===== src/rtl/ser_tx_fifo.sv =====
// Parallel-to-serial feeder: buffers words in a small FIFO and shifts them out one bit per clock.
// Latency: a word accepted at edge E0 into an idle block drives its first bit after E1 and its last bit after E(WIDTH).
// Backpressure: listo drops when the FIFO is full; a write while listo=0 is dropped and sets sticky err_desborde.
module ser_tx_fifo #(
  parameter int   WIDTH     = 8,
  parameter int   DEPTH     = 4,
  parameter int   MSB_FIRST = 1,
  parameter logic IDLE_BIT  = 1'b0
) (
  input  logic                     clk,
  input  logic                     rst,
  input  logic [WIDTH-1:0]         dato_in,
  input  logic                     dato_valido,
  output logic                     listo,
  output logic                     s_out,
  output logic                     s_valido,
  output logic                     ocupado,
  output logic [$clog2(DEPTH):0]   conteo,
  output logic                     err_desborde
);

  localparam int AW = $clog2(DEPTH);
  localparam int BW = (WIDTH > 1) ? $clog2(WIDTH) : 1;
  localparam logic [AW:0]   LLENO     = DEPTH[AW:0];
  localparam logic [BW-1:0] ULTIMO_IX = BW'(WIDTH - 1);

  typedef enum logic {INACTIVO, TRANSMITE} estado_t;

  logic [WIDTH-1:0] mem [DEPTH];
  logic [AW-1:0]    wr_ptr, rd_ptr;
  estado_t          estado, estado_sig;
  logic [WIDTH-1:0] desp, desp_sig;
  logic [BW-1:0]    bits, bits_sig;
  logic             s_out_sig, s_valido_sig, ocupado_sig;
  logic             push, pop, hay_dato;
  logic [WIDTH-1:0] cabeza;

  // listo depends only on the registered count, so a same-cycle pop never raises it
  assign listo    = rst & (conteo != LLENO);
  assign hay_dato = (conteo != '0);
  assign push     = dato_valido & listo;
  assign cabeza   = mem[rd_ptr];

  // Next-state logic: load a word from the head, advance one bit, or fall back to idle
  always_comb begin
    estado_sig   = estado;
    desp_sig     = desp;
    bits_sig     = bits;
    s_out_sig    = s_out;
    s_valido_sig = s_valido;
    ocupado_sig  = ocupado;
    pop          = 1'b0;
    if (estado == TRANSMITE && bits != '0) begin
      // desp holds the bits not yet driven; take the next one
      if (MSB_FIRST != 0) begin
        s_out_sig = desp[WIDTH-1];
        desp_sig  = desp << 1;
      end else begin
        s_out_sig = desp[0];
        desp_sig  = desp >> 1;
      end
      bits_sig = bits - 1'b1;
    end else if (hay_dato) begin
      // idle with data waiting, or last bit just shown: reload with no gap cycle
      pop          = 1'b1;
      estado_sig   = TRANSMITE;
      s_valido_sig = 1'b1;
      ocupado_sig  = 1'b1;
      bits_sig     = ULTIMO_IX;
      if (MSB_FIRST != 0) begin
        s_out_sig = cabeza[WIDTH-1];
        desp_sig  = cabeza << 1;
      end else begin
        s_out_sig = cabeza[0];
        desp_sig  = cabeza >> 1;
      end
    end else begin
      estado_sig   = INACTIVO;
      s_out_sig    = IDLE_BIT;
      s_valido_sig = 1'b0;
      ocupado_sig  = 1'b0;
    end
  end

  // Serializer state and registered serial outputs; reset discards any partial word
  always_ff @(posedge clk or negedge rst) begin
    if (!rst) begin
      estado   <= INACTIVO;
      desp     <= '0;
      bits     <= '0;
      s_out    <= IDLE_BIT;
      s_valido <= 1'b0;
      ocupado  <= 1'b0;
    end else begin
      estado   <= estado_sig;
      desp     <= desp_sig;
      bits     <= bits_sig;
      s_out    <= s_out_sig;
      s_valido <= s_valido_sig;
      ocupado  <= ocupado_sig;
    end
  end

  // FIFO pointers, occupancy count and sticky overflow flag
  always_ff @(posedge clk or negedge rst) begin
    if (!rst) begin
      wr_ptr       <= '0;
      rd_ptr       <= '0;
      conteo       <= '0;
      err_desborde <= 1'b0;
    end else begin
      if (push) wr_ptr <= wr_ptr + 1'b1;
      if (pop)  rd_ptr <= rd_ptr + 1'b1;
      case ({push, pop})
        2'b10:   conteo <= conteo + 1'b1;
        2'b01:   conteo <= conteo - 1'b1;
        default: conteo <= conteo;
      endcase
      if (dato_valido && !listo) err_desborde <= 1'b1;
    end
  end

  // Storage array needs no reset: entries are only read after being written
  always_ff @(posedge clk) begin
    if (push) mem[wr_ptr] <= dato_in;
  end

endmodule


===== config.mk =====
export PLATFORM = sky130hd
export DESIGN_NAME = ser_tx_fifo
export DESIGN_NICKNAME = d
export VERILOG_FILES = /design/src/rtl/ser_tx_fifo.sv
export SDC_FILE = /design/constraint.sdc
export NUM_CORES = 1
export LEC_CHECK = 0
export ABC_AREA = 1
export CORE_UTILIZATION = 40
export CTS_CLUSTER_DIAMETER = 30
export DETAILED_ROUTE_END_ITERATION = 12
export PLACE_DENSITY = 0.64
export REMOVE_ABC_BUFFERS = 1
export SKIP_CTS_REPAIR_TIMING = 1
export SYNTH_ARGS = -nofsm -noshare
export SYNTH_HDL_FRONTEND = slang
export SYNTH_SLANG_ARGS = --single-unit

===== constraint.sdc =====
create_clock -name clk -period 3 [get_ports clk]
set_input_delay 0.3 -clock clk [delete_from_list [all_inputs] [get_ports clk]]
set_output_delay 0.3 -clock clk [all_outputs]
set_load 0.02 [all_outputs]

# After elaboration in Yosys (flattened, before gate mapping)
# Memory sizes are Yosys's and may differ from the RTL's.
# Cells that the tools add are included.
# classes
n_addsub	5
bitwise_logic	2
eq_ne	3
reduce_logical	7
n_mux	11
# ops
op	n
$mux W8	2
$mux W1	6
$mux W3	2
$pmux W3 S2	1
$reduce_bool A3 Y1	2
$sub A3 B1 Y3 const B	2
$add A2 B1 Y2 const B	2
$reduce_bool A2 Y1	2
$add A3 B1 Y3 const B	1
$ne A3 B3 Y1 const B	1
$and A1 B1 Y1	2
$eq A2 B1 Y1 const B	1
$eq A2 B2 Y1 const B	1
$logic_and A1 B1 Y1	2
$logic_not A1 Y1	1
# word_totals
ff_bits	21
input_bits	11
output_inout_bits	8
word_cells	37
n_memories	1
ramBits	32
# memory_table
memory	words	width	read_ports	rd_ports_with_merged_regs	write_ports	line	text
mem	4	8	1	0	1	29	logic [WIDTH-1:0] mem [DEPTH];

# Longest topological paths before layout
# Gate-level depths: netlist of run 1.
# logic_depth
depth_word	5
mapped_depth	14
depth_no_buf	14

# Least setup slack after synthesis of run 1
# OpenSTA, ideal clock, no wires.
# synth_timing
path_type	register -> register
start	register bits[0]
end	register conteo[2]
synth_period_minus_slack_ns	2.071
path_slack_ns	0.929
arrival_ns	1.948
path_stages_with_launch	14
required_ns	2.877
setup_ns	0.123
n_path_buf	0
cell_sequence	dfrtp_1 inv_1 ha_1 ha_1 inv_1 nand2_2 nand2_4 inv_4 ha_1 inv_1 fa_1 nand2_1 nand3b_1 xor2_1
# synth_via
elab_chain_len	5
# synth_lines
element	line	text
from (decl)	33	logic [BW-1:0] bits, bits_sig;
from (signal assigned)	97	bits <= bits_sig;
$reduce_bool A3 Y1 *	53	if (estado == TRANSMITE && bits != '0) begin
$logic_and A1 B1 Y1 *	53	
$mux W1 *	53	
via pop	35	logic push, pop, hay_dato;
$eq A2 B1 Y1 or $eq A2 B2 Y1 (tied branches)	114	case ({push, pop})
$pmux W3 S2 or $reduce_bool A2 Y1 (tied branches)	-	
to (signal assigned)	115	2'b10: conteo <= conteo + 1'b1;
to (signal assigned)	116	2'b01: conteo <= conteo - 1'b1;
to (signal assigned)	117	default: conteo <= conteo;
to (decl)	18	output logic [$clog2(DEPTH):0] conteo,
# Mark *: on every way through the listed nets, which the timed path passes. The rest lies on a longest branch.
# A chain may end at the register's enable or synchronous reset.

# Worst setup path after layout of run 1
# Ends and elaborated chain as after synthesis.

==> flow_summary.yaml, run 1 <==
floorplanning:
  ioPinCount: 19
  die_y_microns: 79.7
  start_util_pct: 42.5
  num_rows: 27
  dieArea_sq_um: 6350
  coreArea_sq_um: 5680
  die_w_microns: 79.7
timing:
  setup_tns_ns: 0
  rsz0062_at_grt: "no"
  max_slew_margin_pct: 57.6
  holdWs_ns: 0.430
  fin_crit_ns: 2.25
  finalSetupViolCount: 0
  fmaxAchievable_ghz: 0.444
  worst_slew_pin_slew_ns: 0.636
  period_share_pct: 75.0
  fin_worst_skew_ns: 0.00579
  drv_slew: 0
  finalHoldViolCount: 0
detailed_routing:
  dr.pass1.iters: 4
  drt_wl_total_mm: 3.97
  postRouteAntennaNets: 0
  drc_errors: 0
  drtIter0Drc: 77
  viasPerCell: 4.36
  vias: 1500
  routedWlPerCell_microns: 11.5
clock_tree:
  clockBufferDepth: 2
  cts.sinks: 52
  clk-insertion-delay-late_ns: 0.30
  tritoncts: "done"
  clk_pin_slew_worst_paths_ns: 0.09
  cts_buffers: 5
  cts-root-buf: "clkbuf_8"
  cts_max_level: 2
finish:
  num_antenna_cells: 0
  multi_input_area_sq_um: 708
  synthToLayoutAreaGrowth_pct: 13.8
  final_layout_size_suffix_gt1_share_pct: 8.82
  final-seq-area_sq_um: 1460
  postLayoutCoreUtil_pct: 48.4
  final_common_cell: "nand2_1"
  final_nets: 290
  num-fill-cells: 543
  layout_common_cells: "nand2_1, inv_1, edfxtp_1"
global_route:
  grtUsageTotal_pct: 15.1
  antenna_found_initial: 0
  grt_pass1_vias: 1546
  grt_overflow: 0
  grt_max_degree: 22
  grt_pass1_wl_mm: 7.16
setup_path:
  crit_required_ns: 3.19
  timing.reg2reg.setup_slack_ns: 0.75
  reg2reg_depth: 13
  endpoint_kind: "flip-flop"
  critical_path_arrival_ns: 2.44
  r2r-end: "conteo[2]"
  worstPathMaxFanout: 10
  startpoint: "bits[0]"
  crit_path_start_kind: "flip-flop"
  crit-reg2reg-launch: "bits[0]"
  critPathKind: "reg2reg"
  crit_path_end: "conteo[2]"
placement:
  dp_hpwl_mm: 2.74
  place_congestion: 0.742
  io_buffers: 18
logic_synthesis:
  syn_inst: 248
  yosys_register_bits: 52
  yosysWarnings: 0
  netlist_area_sq_um: 2410
  syn_avg_cell_area_sq_um: 9.73
  ys_seq_area_share_pct: 60.6
  synth.distinct_cells: 25
run_status:
  outcome: "completed"
power:
  power.leakage_nw: 1.27
  power_density_nw_per_um2: 813
  ir_drop_uv: 312
job:
  maxCapViolCount: 0
hold_path:
  min_path_type: "in2async"
kinds of logic after synthesis:
group,share of synthesized area (%)
flops,60.6
xor+xnor,0.726
simple gates,22.1
fa+ha+maj,4.46
buf+inv,10.1
compound gates,2.02
area by class of cell:
cell class	instances	share of cell area (%)
Clock inverter	3	0.501
Multi-Input combinational cell	139	25.8
Clock buffer	5	2.51
Inverter	52	7.29
Tap cell	72	3.28
Sequential cell	52	53.2
Timing Repair Buffer	21	7.38
per-stage QoR:
stage	area (sq um)	instances	power [W]	worst slack, ns
global placement	2660	336	0.00186	0.832
detailed placement	2660	336	0.00188	0.761
global route	2750	344	0.00244	0.528
CTS	2750	344	0.00226	0.740
finish	2750	344	0.00223	0.750
floorplan	2370	243	0.00162	0.928
worst min path at each step:
stage,endpoint,startpoint,slack (ns),cells past startpoint
finish,bits[0],rst,0.43,2
detailed placement,err_desborde,err_desborde,0.46,1
CTS,bits[0],rst,0.44,2
floorplan,bits[0],rst,0.004,0
global placement,s_out,desp[7],0.46,2
global route,bits[1],rst,0.45,2
worst max-delay path, stage by stage (launching register included):
cell	delay, ns
dfrtp_1	0.37
inv_1	0.08
ha_1	0.15
ha_1	0.15
inv_1	0.05
nand2_2	0.18
nand2_4	0.10
inv_4	0.12
ha_1	0.18
inv_1	0.06
fa_1	0.37
nand2_1	0.08
nand3b_1	0.10
xor2_1	0.15
cells in the mapped netlist:
cell | n | area, sq um
o21bai_1 | 1 | 7.51
edfxtp_1 | 32 | 961
nand3b_1 | 1 | 7.51
o21ai_0 | 3 | 15.0
nor2_4 | 1 | 11.3
a21oi_4 | 1 | 16.3
buf_2 | 1 | 5.00
nor2_2 | 3 | 18.8
nand3_1 | 19 | 95.1
nand3_4 | 1 | 17.5
dfrtp_1 | 20 | 500
inv_4 | 2 | 12.5
buf_4 | 2 | 15.0
xor2_1 | 1 | 8.76
nand2_4 | 2 | 22.5
nand2_2 | 2 | 12.5
nand2_1 | 67 | 251
a21oi_1 | 2 | 10.0
nor2_1 | 26 | 97.6
fa_1 | 1 | 20.0
ha_1 | 7 | 87.6
inv_2 | 2 | 7.51
xnor2_1 | 1 | 8.76
buf_6 | 2 | 22.5
inv_1 | 48 | 180
power breakdown:
part,switching (W),internal (W)
combinational,0.000490,0.000308
sequential,0.000140,0.000916
clock,0.000220,0.000158
routing by layer:
metal	wire [microns]	global-route usage (%)	up-vias
met5	0	0	-
met4	63	5.45	0
met3	99	3.43	6
met2	1860	25.6	19
met1	1950	18.8	672
li1	-	-	803
flip-flops by register name, summed over array words and instances, names as in the netlist:
| signal | count |
|---|---|
| err_desborde | 1 |
| rd_ptr | 2 |
| estado | 1 |
| desp | 7 |
| wr_ptr | 2 |
| mem | 32 |
| s_out | 1 |
| bits | 3 |
| conteo | 3 |
(Power assumes the default switching activity.)
==> run 2: changes to the inputs <==
PLACE_DENSITY = 0.67   (was 0.64)
clock period = 1.92 ns   (was 3 ns; I/O delays follow)
==> run 2 against run 1 <==
  * Sequential cell count stayed put
  * Sequential share of layout area is 3.4 points lower
  * Clock skew hardly changed
  * Highest routed layer unchanged
==> flow_summary.yaml, run 2 (synthesized netlist as in run 1, its figures left out) <==
detailed_routing:
  routedWlPerCell_microns: 11.7
  vias: 1617
  dr.pass1.iters: 4
  drc_errors: 0
  drtIter0Drc: 47
  viasPerCell: 4.50
  drt_wl_total_mm: 4.20
  postRouteAntennaNets: 0
finish:
  final_nets: 305
  largest_reg_flops: 32
  postLayoutCoreUtil_pct: 51.7
  final_common_cell: "nand2_1"
  final_layout_size_suffix_gt1_share_pct: 17.8
  top_register: "mem"
  num-fill-cells: 510
  largest_registers: "mem (32), desp (7)"
  synthToLayoutAreaGrowth_pct: 21.7
  layout_common_cells: "nand2_1, inv_1, edfxtp_1"
  num_antenna_cells: 0
power:
  power_density_nw_per_um2: 1300
  power.leakage_nw: 1.36
  ir_drop_uv: 690
global_route:
  grt_overflow: 0
  grt_pass1_vias: 1526
  antenna_found_initial: 0
  grtUsageTotal_pct: 15.6
  grt_pass1_wl_mm: 7.26
  use_met1_pct: 20.0
  grt.met2_usage_pct: 24.4
  busiest_layer: "met2"
  grt_max_degree: 22
  grt_use_met3_pct: 4.11
floorplanning:
  die_w_microns: 79.7
  start_util_pct: 42.5
  ioPinCount: 19
  num_rows: 27
  dieArea_sq_um: 6350
  die_y_microns: 79.7
  coreArea_sq_um: 5680
placement:
  place_congestion: 0.728
  dp_hpwl_mm: 2.83
  io_buffers: 18
hold_path:
  min_path_type: "in2async"
clock_tree:
  tritoncts: "done"
  cts.sinks: 52
  clockBufferDepth: 2
  cts_max_level: 2
  cts-root-buf: "clkbuf_8"
  clk_pin_slew_worst_paths_ns: 0.09
  cts_buffers: 5
  clk-insertion-delay-late_ns: 0.31
setup_path:
  worstPathMaxFanout: 2
  crit_path_end: "conteo[2]"
  endpoint_kind: "flip-flop"
  critPathBufInv: 5
  crit_path_start_kind: "flip-flop"
  crit_required_ns: 2.16
  r2r-end: "conteo[2]"
  crit_family: "adder cells"
  timing.reg2reg.setup_slack_ns: 0.005
  startpoint: "bits[1]"
  path_cells: "inv_2, ha_4, ha_4, inv_2, nand2_2, nand2_4, inv_4, ha_4, inv_2, fa_2, inv_2, nand2_2, nand3b_1, xor2_1"
  critical_path_arrival_ns: 2.15
  reg2reg_depth: 14
  path_depth: 14
  cpMaxStageDelayCell: "dfrtp_1"
  slowest_delay_ns: 0.40
  crit-reg2reg-launch: "bits[1]"
  critPathKind: "reg2reg"
  critPathMostFrequentCell: "inv_2"
timing:
  rsz0062_at_grt: "yes"
  fin_worst_skew_ns: 0.00556
  finalSetupViolCount: 0
  fmaxAchievable_ghz: 0.522
  max_slew_margin_pct: 71.0
  finalHoldViolCount: 0
  fin_crit_ns: 1.91
  period_share_pct: 99.7
  worst_slew_pin_slew_ns: 0.435
  drv_slew: 0
  setup_tns_ns: 0
job:
  maxCapViolCount: 0
run_status:
  outcome: "completed"
-- run 2: layout make-up --
class / count / area (sq um) / area share [%]
Clock buffer: 6 / 72.6 / 2.47
Clock inverter: 2 / 16.3 / 0.554
Inverter: 52 / 200 / 6.82
Multi-Input combinational cell: 139 / 751 / 25.6
Sequential cell: 52 / 1460 / 49.9
Tap cell: 72 / 90.1 / 3.07
Timing Repair Buffer: 36 / 343 / 11.7
-- run 2: how the worst min path moves through the flow --
stage          cells past startpoint    start      end
6_report                           2      rst  desp[4]
5_1_grt                            2      rst   estado
4_1_cts                            2      rst  desp[4]
3_5_place_dp                       2  desp[7]    s_out
3_3_place_gp                       2  desp[7]    s_out
2_1_floorplan                      0      rst  bits[0]
-- run 2: metal layers --
metal  up-vias  wire length, microns
li1        832                     -
met1       754                  1990
met2        26                  1990
met3         5                   129
met4         0                    82
met5         -                     0
-- run 2: report_power, final --
part | leakage [nW] | switching (W) | total, W | internal (W)
sequential | 0.530 | 0.000192 | 0.00163 | 0.00144
combinational | 0.786 | 0.000869 | 0.00155 | 0.000681
clock | 0.0414 | 0.000368 | 0.000628 | 0.000260
-- run 2: worst register-to-register path, delay by kind of cell, from the launching register on --
family / cells / cell delay (ns)
adder cells (fa/ha/maj): 4 / 0.76
flip-flops: 1 / 0.40
buffers and inverters: 5 / 0.27
AND/OR/NAND/NOR: 4 / 0.25
XOR/XNOR: 1 / 0.16
-- run 2: metrics by stage --
| step | hold WS (ns) | worst slack [ns] | power, W | std cells | cell area, sq um |
|---|---|---|---|---|---|
| 6_report | 0.273 | 0.00513 | 0.00381 | 359 | 2940 |
| 3_5_place_dp | 0.460 | -0.0634 | 0.00306 | 346 | 2760 |
| 2_1_floorplan | -0.104 | -0.152 | 0.00253 | 243 | 2370 |
| 5_1_grt | 0.299 | -0.109 | 0.00413 | 359 | 2940 |
| 3_3_place_gp | 0.461 | 0.00301 | 0.00301 | 346 | 2760 |
| 4_1_cts | 0.294 | -0.0804 | 0.00369 | 354 | 2850 |
==> run 3: changes to the inputs <==
GPL_ROUTABILITY_DRIVEN = 0   (was unset)
SETUP_SLACK_MARGIN = 0.02   (was unset)
==> results of run 3 <==
Same layout as run 2: the final DEF is identical, and so are final timing and power.
